## src/rtl/rocc_resp_queue_pkg.sv

```systemverilog
// Shared types and defaults for the RoCC response queue.
package rocc_pkg;

    localparam int unsigned TRANS_ID_BITS   = 3;
    localparam int unsigned ROCC_RESP_DEPTH = 4;

    typedef enum logic [0:0] {
        NORMAL = 1'b0,
        DRAIN  = 1'b1
    } rocc_resp_state_e;

    typedef struct packed {
        logic [TRANS_ID_BITS-1:0] trans_id;
        logic [63:0]              result;
    } rocc_wb_t;

endpackage

```

## src/rtl/rocc_resp_queue_if.sv

```systemverilog
// Command, response and writeback signals of the RoCC response queue.
interface rocc_resp_queue_if #(
    parameter int unsigned TRANS_ID_BITS = 3
);

    logic                     flush_i;
    logic                     cmd_fire_i;
    logic                     cmd_has_rd_i;
    logic [TRANS_ID_BITS-1:0] cmd_trans_id_i;
    logic                     cmd_ready_o;
    logic                     resp_valid_i;
    logic [63:0]              resp_data_i;
    logic                     resp_ready_o;
    logic                     wb_valid_o;
    logic [TRANS_ID_BITS-1:0] wb_trans_id_o;
    logic [63:0]              wb_result_o;
    logic                     wb_ready_i;
    logic                     err_unexpected_o;

    modport slave (
        input  flush_i, cmd_fire_i, cmd_has_rd_i, cmd_trans_id_i,
        input  resp_valid_i, resp_data_i, wb_ready_i,
        output cmd_ready_o, resp_ready_o, wb_valid_o, wb_trans_id_o,
        output wb_result_o, err_unexpected_o
    );

    modport master (
        output flush_i, cmd_fire_i, cmd_has_rd_i, cmd_trans_id_i,
        output resp_valid_i, resp_data_i, wb_ready_i,
        input  cmd_ready_o, resp_ready_o, wb_valid_o, wb_trans_id_o,
        input  wb_result_o, err_unexpected_o
    );

endinterface

```

## src/rtl/rocc_resp_queue_tag_fifo.sv

```systemverilog
// Tag FIFO holding trans_ids of commands that still owe a response.
module rocc_tag_fifo #(
    parameter int unsigned DEPTH = 4,
    parameter int unsigned WIDTH = 3
) (
    input  logic                       clk,
    input  logic                       rst_n,
    input  logic                       push,
    input  logic                       pop,
    input  logic                       flush,
    input  logic [WIDTH-1:0]           din,
    output logic [WIDTH-1:0]           dout,
    output logic                       full,
    output logic                       empty,
    output logic [$clog2(DEPTH+1)-1:0] count
);

    localparam int unsigned AW = $clog2(DEPTH);
    localparam int unsigned CW = $clog2(DEPTH+1);

    logic [WIDTH-1:0] mem [DEPTH];
    logic [AW-1:0]    wr_ptr;
    logic [AW-1:0]    rd_ptr;
    logic             do_push;
    logic             do_pop;

    assign full    = (count == CW'(DEPTH));
    assign empty   = (count == '0);
    assign do_push = push & ~full;
    assign do_pop  = pop & ~empty;
    assign dout    = mem[rd_ptr];

    // Flush wins over push/pop: the whole queue is abandoned at once.
    always_ff @(posedge clk) begin
        if (!rst_n) begin
            wr_ptr <= '0;
            rd_ptr <= '0;
            count  <= '0;
        end else if (flush) begin
            wr_ptr <= '0;
            rd_ptr <= '0;
            count  <= '0;
        end else begin
            if (do_push) wr_ptr <= wr_ptr + AW'(1);
            if (do_pop)  rd_ptr <= rd_ptr + AW'(1);
            count <= count + CW'(do_push) - CW'(do_pop);
        end
    end

    always_ff @(posedge clk) begin
        if (do_push) mem[wr_ptr] <= din;
    end

endmodule

```

## src/rtl/rocc_resp_queue.sv

```systemverilog
// Matches accelerator responses to outstanding trans_ids in order and drains
// responses of flushed commands without writing them back.
module rocc_resp_queue #(
    parameter int unsigned DEPTH         = rocc_pkg::ROCC_RESP_DEPTH,
    parameter int unsigned TRANS_ID_BITS = rocc_pkg::TRANS_ID_BITS
) (
    input logic               clk_i,
    input logic               rst_ni,
    rocc_resp_queue_if.slave  bus
);

    import rocc_pkg::*;

    localparam int unsigned CW = $clog2(DEPTH+1);

    rocc_resp_state_e         state_q;
    logic [CW-1:0]            drop_cnt_q;
    logic [CW-1:0]            count;
    logic [CW-1:0]            flush_cnt;
    logic [TRANS_ID_BITS-1:0] head;
    logic [TRANS_ID_BITS-1:0] wb_id_q;
    logic [63:0]              wb_data_q;
    logic                     wb_valid_q;
    logic                     err_q;
    logic                     full;
    logic                     empty;
    logic                     normal;
    logic                     push;
    logic                     pop;
    logic                     resp_fire;

    assign normal            = (state_q == NORMAL);
    assign bus.cmd_ready_o   = ~full & normal;
    assign bus.resp_ready_o  = normal ? (~empty & (~wb_valid_q | bus.wb_ready_i)) : 1'b1;
    assign resp_fire         = bus.resp_valid_i & bus.resp_ready_o;
    assign push              = bus.cmd_fire_i & bus.cmd_has_rd_i & bus.cmd_ready_o;
    assign pop               = resp_fire & normal;
    // Responses still owed after this cycle; push is blocked when full so this never exceeds DEPTH.
    assign flush_cnt         = count - CW'(pop) + CW'(push);

    assign bus.wb_valid_o       = wb_valid_q;
    assign bus.wb_trans_id_o    = wb_id_q;
    assign bus.wb_result_o      = wb_data_q;
    assign bus.err_unexpected_o = err_q;

    rocc_tag_fifo #(
        .DEPTH (DEPTH),
        .WIDTH (TRANS_ID_BITS)
    ) u_tag_fifo (
        .clk   (clk_i),
        .rst_n (rst_ni),
        .push  (push),
        .pop   (pop),
        .flush (bus.flush_i),
        .din   (bus.cmd_trans_id_i),
        .dout  (head),
        .full  (full),
        .empty (empty),
        .count (count)
    );

    always_ff @(posedge clk_i) begin
        if (!rst_ni) begin
            state_q    <= NORMAL;
            drop_cnt_q <= '0;
            wb_valid_q <= 1'b0;
            wb_id_q    <= '0;
            wb_data_q  <= '0;
            err_q      <= 1'b0;
        end else begin
            if (normal & bus.resp_valid_i & empty) err_q <= 1'b1;
            // A flush while draining is ignored; only the running drop count matters.
            if (!normal) begin
                if (resp_fire && drop_cnt_q != '0) begin
                    drop_cnt_q <= drop_cnt_q - CW'(1);
                    if (drop_cnt_q == CW'(1)) state_q <= NORMAL;
                end
            end else if (bus.flush_i) begin
                wb_valid_q <= 1'b0;
                drop_cnt_q <= flush_cnt;
                if (flush_cnt != '0) state_q <= DRAIN;
            end else if (pop) begin
                wb_valid_q <= 1'b1;
                wb_id_q    <= head;
                wb_data_q  <= bus.resp_data_i;
            end else if (bus.wb_ready_i) begin
                wb_valid_q <= 1'b0;
            end
        end
    end

endmodule

```

## src/flat_wrapper.sv

```systemverilog
// flat-port wrapper written by rule: the top's interface ports become plain ports
module rocc_resp_queue_flat import rocc_pkg::*;
#(
    parameter int unsigned DEPTH         = rocc_pkg::ROCC_RESP_DEPTH,
    parameter int unsigned TRANS_ID_BITS = rocc_pkg::TRANS_ID_BITS
)
  (clk_i, rst_ni, bus_flush_i, bus_cmd_fire_i, bus_cmd_has_rd_i, bus_cmd_trans_id_i, bus_resp_valid_i, bus_resp_data_i, bus_wb_ready_i, bus_cmd_ready_o, bus_resp_ready_o, bus_wb_valid_o, bus_wb_trans_id_o, bus_wb_result_o, bus_err_unexpected_o);
  rocc_resp_queue_if #(.TRANS_ID_BITS(TRANS_ID_BITS)) bus_i ();
  input logic clk_i;
  input logic rst_ni;
  input wire logic [$bits(bus_i.flush_i)-1:0] bus_flush_i;
  input wire logic [$bits(bus_i.cmd_fire_i)-1:0] bus_cmd_fire_i;
  input wire logic [$bits(bus_i.cmd_has_rd_i)-1:0] bus_cmd_has_rd_i;
  input wire logic [$bits(bus_i.cmd_trans_id_i)-1:0] bus_cmd_trans_id_i;
  input wire logic [$bits(bus_i.resp_valid_i)-1:0] bus_resp_valid_i;
  input wire logic [$bits(bus_i.resp_data_i)-1:0] bus_resp_data_i;
  input wire logic [$bits(bus_i.wb_ready_i)-1:0] bus_wb_ready_i;
  output wire logic [$bits(bus_i.cmd_ready_o)-1:0] bus_cmd_ready_o;
  output wire logic [$bits(bus_i.resp_ready_o)-1:0] bus_resp_ready_o;
  output wire logic [$bits(bus_i.wb_valid_o)-1:0] bus_wb_valid_o;
  output wire logic [$bits(bus_i.wb_trans_id_o)-1:0] bus_wb_trans_id_o;
  output wire logic [$bits(bus_i.wb_result_o)-1:0] bus_wb_result_o;
  output wire logic [$bits(bus_i.err_unexpected_o)-1:0] bus_err_unexpected_o;
  assign bus_i.flush_i = bus_flush_i;
  assign bus_i.cmd_fire_i = bus_cmd_fire_i;
  assign bus_i.cmd_has_rd_i = bus_cmd_has_rd_i;
  assign bus_i.cmd_trans_id_i = bus_cmd_trans_id_i;
  assign bus_i.resp_valid_i = bus_resp_valid_i;
  assign bus_i.resp_data_i = bus_resp_data_i;
  assign bus_i.wb_ready_i = bus_wb_ready_i;
  assign bus_cmd_ready_o = bus_i.cmd_ready_o;
  assign bus_resp_ready_o = bus_i.resp_ready_o;
  assign bus_wb_valid_o = bus_i.wb_valid_o;
  assign bus_wb_trans_id_o = bus_i.wb_trans_id_o;
  assign bus_wb_result_o = bus_i.wb_result_o;
  assign bus_err_unexpected_o = bus_i.err_unexpected_o;
  rocc_resp_queue #(.DEPTH(DEPTH), .TRANS_ID_BITS(TRANS_ID_BITS)) u_core (.clk_i(clk_i), .rst_ni(rst_ni), .bus(bus_i));
endmodule
```

## config.mk

```make
export PLATFORM = sky130hd
export DESIGN_NAME = rocc_resp_queue_flat
export DESIGN_NICKNAME = d
export VERILOG_FILES = /design/src/rtl/rocc_resp_queue_pkg.sv /design/src/rtl/rocc_resp_queue_if.sv /design/src/rtl/rocc_resp_queue_tag_fifo.sv /design/src/rtl/rocc_resp_queue.sv /design/src/flat_wrapper.sv
export SDC_FILE = /design/constraint.sdc
export NUM_CORES = 1
export LEC_CHECK = 0
export ABC_AREA = 1
export CORE_UTILIZATION = 45
export CTS_BUF_LIST = sky130_fd_sc_hd__clkbuf_2
export DETAILED_ROUTE_END_ITERATION = 10
export PLACE_DENSITY = 0.8
export REMOVE_ABC_BUFFERS = 1
export SLEW_MARGIN = 20
export SYNTH_ARGS = -nofsm -noshare
export SYNTH_HDL_FRONTEND = slang
export SYNTH_SLANG_ARGS = --single-unit
```

## constraint.sdc

```tcl
create_clock -name clk_i -period 6.6 [get_ports clk_i]
set_input_delay 0.99 -clock clk_i [delete_from_list [all_inputs] [get_ports clk_i]]
set_output_delay 0.99 -clock clk_i [all_outputs]
set_load 0.005 [all_outputs]
```

==> results.yml, run 1 <==
outcome:
  outcome: "finished clean"
power_and_ir_drop:
  switchingPower_mw: 0.317
  intPower_mw: 0.808
  p_seq_share_pct: 54.6
  vdd_drop_max_mv: 0.145
  power_density_nw_per_um2: 200
  clockPowerShare_pct: 25.8
  leakagePower_nw: 2.73
  sw_frac_of_total_pct: 28.2
  comb_power_share_pct: 19.6
clock_tree:
  ctsResizeCount: 0
  hold_buffers: 0
  htree_levels: 3
  numCtsBuffers: 9
  cts_setup_buffers: 0
  clk_latency_ns: 0.53
  cts_buffer_depth: 2
  cts_tree: "built"
  cts.sinks: 92
  clkTransAtPathRegs_ns: 0.25
  cts_root_buf: "clkbuf_2"
global_routing:
  grt_max_degree: 72
  antenna_found_initial: 0
  grt_pass1_vias: 3458
  grt_overflow: 0
  track_usage_pct: 20.6
  grt_pass1_wl_mm: 15.8
timing:
  setup_violations: 0
  fmax_mhz: 306
  post-route-period-util_pct: 49.5
  drv_slew: 0
  hold_viol: 0
  worst_slew_pin_slew_ns: 0.861
  grt_setup_unrepaired: "false"
  timing.final.ws_setup_ns: 3.33
  tns_ns: 0
  fin_worst_skew_ns: 0.0346
  min_period_ns: 3.27
  relSlewSlack_pct: 42.5
placement:
  dpl.hpwl_mm: 6.80
  portBuffers: 144
  globalplace.congestion: 0.867
  place_ws_ns: 3.11
flow_run:
  maxCapViolCount: 0
worst_setup_path:
  worstPathArrival_ns: 2.28
  cpLargestDelayFamily: "buffers and inverters"
  r2r-end: "u_core.drop_cnt_q[1]"
  worst-path-max-fanout: 3
  crit_path_frequent_cell: "nand2_1"
  slowest_stage: "clkdlybuf4s50_1"
  r2r-start: "u_core.state_q"
  r2r_setup_slack_ns: 4.04
  critPathBufInv: 3
  criticalPathCategory: "in -> out"
  startpoint: "bus_wb_ready_i"
  end_kind: "output port"
  cp.required_ns: 5.61
  reg2regPathDepth: 10
  start_kind: "input pin"
  critPathMaxStageDelay_ns: 0.51
  crit_chain: "clkdlybuf4s50_1, inv_1, nand2_1, nand2_1, nand2_1, clkdlybuf4s50_1"
synthesis:
  synth_most_common_cell: "nor2_1"
  ys.flop_type: "dfxtp_1"
  synth_area_leaders: "dfxtp_1 40%, nor2_1 15%, nand2_1 14%, edfxtp_1 8.9%, inv_1 8.9%"
  synth_seq_area_share_pct: 48.5
  async_flop_share_pct: 0
  syn_inst: 581
  yosys_register_bits: 92
  synth_common_cells: "157 x nor2_1, 155 x nand2_1, 96 x inv_1, 80 x dfxtp_1, 16 x o21ai_0"
  ys_warn_count: 0
  synthDistinctLibCells: 25
  yosysTopAreaCellShare_pct: 39.6
  syn_area_per_cell_sq_um: 6.96
  synthesis.area_sq_um: 4040
  yosys.area.top_type: "dfxtp_1"
  synth_edf_count: 12
route:
  drt_iter0_markers: 122
  num_vias: 3699
  wl_mm: 9.47
  route.antenna.remaining_nets: 0
  drc: 0
  firstDrtPassIters: 4
  wl_per_cell_um: 11.4
  avgViaCountPerCell: 4.47
die:
  ios: 145
  dieArea_sq_um: 9370
  fp.dieH_um: 96.8
  die_x_um: 96.8
  start_util_pct: 46.4
  rows: 34
  core_area_sq_um: 8720
min_path:
  worstHoldStart: "u_core.drop_cnt_q[2]"
  worst_hold_path.endpoint: "u_core.drop_cnt_q[2]"
  hp-class: "reg -> reg"
  hold_depth: 2
cells_and_area:
  multi_input_area_sq_um: 1600
  antennaDiodeCount: 0
  n_fill_cell: 745
  syn2layout_area_growth_pct: 39.4
  layout-drive-gt1-share_pct: 3.47
  num-nets-final: 802
  seq_area_sq_um: 1960
==> power by group through the flow <==
stage                     Combinational [mW]  Sequential (mW)  Clock, mW
after CTS                              0.222            0.614      0.301
after global routing                   0.250            0.618      0.323
after floorplan                       0.0990            0.625          0
after global placement                 0.213            0.624          0
after detailed placement               0.220            0.625          0
final                                  0.221            0.614      0.290
==> metrics by stage <==
step	total power, mW	hold WS, ns	utilization (%)	instance area (sq um)	instances
after floorplan	0.724	0.444	-	3920	558
after global placement	0.837	0.457	63.2	5520	812
after global routing	1.19	0.520	64.6	5640	828
after detailed placement	0.845	0.462	63.2	5520	812
after CTS	1.14	0.490	64.6	5640	828
final	1.12	0.491	64.6	5640	828
==> flip-flops by register name, indices dropped and copies added, names as in the netlist <==
| register | cells |
|---|---|
| u_core.bus.err_unexpected_o | 1 |
| u_core.bus.wb_result_o | 64 |
| u_core.bus.wb_trans_id_o | 3 |
| u_core.bus.wb_valid_o | 1 |
| u_core.drop_cnt_q | 3 |
| u_core.state_q | 1 |
| u_core.u_tag_fifo.count | 3 |
| u_core.u_tag_fifo.mem | 12 |
| u_core.u_tag_fifo.rd_ptr | 2 |
| u_core.u_tag_fifo.wr_ptr | 2 |
==> how the worst max path moves through the flow <==
stage | to | slack, ns | cells after the start
after floorplan | u_core.bus.wb_result_o[0] | 3.17 | 5
after global placement | u_core.drop_cnt_q[1] | 3.19 | 10
after detailed placement | u_core.drop_cnt_q[1] | 3.11 | 10
after CTS | bus_resp_ready_o | 3.33 | 6
after global routing | bus_resp_ready_o | 3.26 | 6
final | bus_resp_ready_o | 3.33 | 6
==> per-layer routing <==
metal | vias to the layer above | GRT usage (%) | wire (um)
li1 | 1968 | - | -
met1 | 1607 | 26.0 | 4410
met2 | 113 | 35.5 | 4430
met3 | 11 | 3.97 | 498
met4 | 0 | 6.43 | 126
met5 | - | 0 | 0
==> tightest hold or removal path, cell delays in order, from the launching register on <==
cell	delay (ns)
dfxtp_1	0.37
nand2_1	0.06
a21oi_1	0.06
==> cell type report <==
cell class                 instances  share of cell area [%]
multi-input combinational        367                    28.3
sequential                        92                    34.8
clock buffer                      10                   0.888
inverter                          99                    6.59
clock inverter                     6                    1.27
tap                              108                    2.40
timing repair buffer             146                    25.7
==> cell families after synthesis <==
family | after synthesis | synth area share [%]
AOI/OAI and AO/OA | 26 | 3.31
xor gates and xnor gates | 1 | 0.217
buffers and inverters | 122 | 12.2
and+or+nand+nor | 327 | 31.3
DFF | 92 | 48.5
adders and majority gates | 13 | 4.39
==> cell usage in the layout, fill, tap and decap left out, types with 7 or more instances in the layout <==
| cell type | netlist | routed |
|---|---|---|
| ha_1 | 11 | 11 |
| clkdlybuf4s50_1 | 0 | 143 |
| nor2_1 | 157 | 157 |
| dfxtp_1 | 80 | 80 |
| nand3_1 | 7 | 7 |
| nand2_1 | 155 | 155 |
| clkbuf_2 | 0 | 10 |
| a21oi_1 | 8 | 8 |
| o21ai_0 | 16 | 16 |
| edfxtp_1 | 12 | 12 |
| inv_1 | 96 | 96 |
Note: power is estimated with default switching activity, not from simulation.
==> run 2: changes to the inputs <==
Settings changed: CORE_UTILIZATION 45 to 42, PLACE_DENSITY 0.8 to 0.79.
Clock period 6.6 ns to 2.6 ns, I/O delays scaled along.
==> results.yml, run 2 (synthesis gave the netlist of run 1 again) <==
global_routing:
  grt_pass1_vias: 3606
  grt_pass1_wl_mm: 15.7
  track_usage_pct: 19.7
  grt_overflow: 0
  grt_max_degree: 70
  antenna_found_initial: 0
route:
  firstDrtPassIters: 4
  routed.top_layer: "met4"
  drc: 0
  wl_per_cell_um: 11.4
  wl_met2_mm: 4.50
  num_vias: 3811
  route.met3.wl_um: 680
  drt_iter0_markers: 79
  route.antenna.remaining_nets: 0
  avgViaCountPerCell: 4.46
  wl_met1_mm: 4.43
  wl_mm: 9.75
timing:
  setup_violations: 0
  hold_viol: 0
  drv_slew: 0
  post-route-period-util_pct: 90.7
  hold_ws_ns: 0.190
  min_period_ns: 2.36
  fin_worst_skew_ns: 0.0330
  worst_slew_pin_slew_ns: 0.496
  tns_ns: 0
  relSlewSlack_pct: 66.9
  grt_setup_unrepaired: "false"
  fmax_mhz: 424
min_path:
  hp-class: "in -> reg"
placement:
  globalplace.congestion: 0.848
  dpl.hpwl_mm: 7.11
  portBuffers: 144
worst_setup_path:
  criticalPathCategory: "reg -> reg"
  crit_chain: "inv_2, nand3_2, nand3_1, inv_1, ha_1, inv_1, ha_1, fa_1, nand2_1, o21ai_0, o21ai_0, a21oi_1"
  critPathMaxStageDelay_ns: 0.48
  worstPathArrival_ns: 2.85
  end_kind: "flop"
  r2r_setup_slack_ns: 0.24
  worst-path-max-fanout: 7
  slowest_stage: "fa_1"
  cp.required_ns: 3.09
  start_kind: "flop"
cells_and_area:
  num-nets-final: 808
  syn2layout_area_growth_pct: 42.1
  antennaDiodeCount: 0
  layout-drive-gt1-share_pct: 4.27
  largest_register_ffs: 64
  final_common_cell: "nor2_1"
  mostFrequentLayoutCells: "157 x nor2_1, 155 x nand2_1, 143 x clkdlybuf4s50_1, 96 x inv_1, 80 x dfxtp_1"
clock_tree:
  htree_levels: 3
  cts_setup_buffers: 0
  clkTransAtPathRegs_ns: 0.27
  cts_tree: "built"
  hold_buffers: 0
  cts_root_buf: "clkbuf_2"
  cts_buffer_depth: 2
  ctsResizeCount: 0
  cts.sinks: 92
  numCtsBuffers: 9
  clk_latency_ns: 0.55
die:
  start_util_pct: 43.5
  core_area_sq_um: 9280
  dieArea_sq_um: 10000
  fp.dieH_um: 100
  rows: 35
  die_x_um: 100
  ios: 145
power_and_ir_drop:
  leakagePower_nw: 2.77
  vdd_drop_max_mv: 0.298
  p_total_mw: 2.88
  power_density_nw_per_um2: 501
outcome:
  outcome: "finished clean"
flow_run:
  maxCapViolCount: 0
-- run 2: cell count changes in the layout (fill, tap and decap cells not counted), sizes merged --
cell / before / now
buf: 3 / 9
inv: 102 / 101
clkinv: 0 / 1
-- run 2: worst max-delay path, delay by kind of cell (launching register included) --
| kind | cells | cell delay [ns] |
|---|---|---|
| buffers and inverters | 3 | 0.22 |
| and+or+nand+nor | 3 | 0.38 |
| adders and majority gates | 3 | 0.96 |
| AOI/OAI and AO/OA | 3 | 0.33 |
| DFF | 1 | 0.40 |
-- run 2: metal layers --
| layer | global-route usage (%) | up-vias |
|---|---|---|
| met3 | 4.53 | 14 |
| met4 | 8.03 | 0 |
| met1 | 23.6 | 1677 |
| li1 | - | 1984 |
| met5 | 0 | - |
| met2 | 34.2 | 136 |
-- run 2: metrics by stage --
step           std cells  worst slack [ns]  utilization, %  cell area [sq um]
4_1_cts              855             0.253            61.9               5750
5_1_grt              855            0.0692            61.9               5750
3_3_place_gp         839            0.0733            60.6               5620
3_5_place_dp         839           -0.0564            60.6               5620
6_report             855             0.243            61.9               5750
2_1_floorplan        558            -0.232               -               3920
-- run 2: power by group --
group	internal [mW]	switching [mW]	total, mW
logic	0.312	0.268	0.579
registers	1.52	0.0440	1.56
clock network	0.234	0.507	0.741
total	2.06	0.819	2.88
-- run 2: final cells by class --
cell class / count / area, sq um
multi-input cells: 367 / 1600
inverters: 99 / 372
repair buffers: 152 / 1530
fillers: 816 / 3540
flip-flops and latches: 92 / 1960
clock inverters: 6 / 71.3
clock buffers: 10 / 50.0
well taps: 129 / 161
-- run 2: path summary, 6_finish.rpt --
path	start	to	cells after the start
min reg2reg	u_core.drop_cnt_q[2]	u_core.drop_cnt_q[2]	2
max reg2reg	u_core.u_tag_fifo.count[1]	u_core.drop_cnt_q[1]	12
min	rst_ni	u_core.drop_cnt_q[2]	3
max	u_core.u_tag_fifo.count[1]	u_core.drop_cnt_q[1]	12
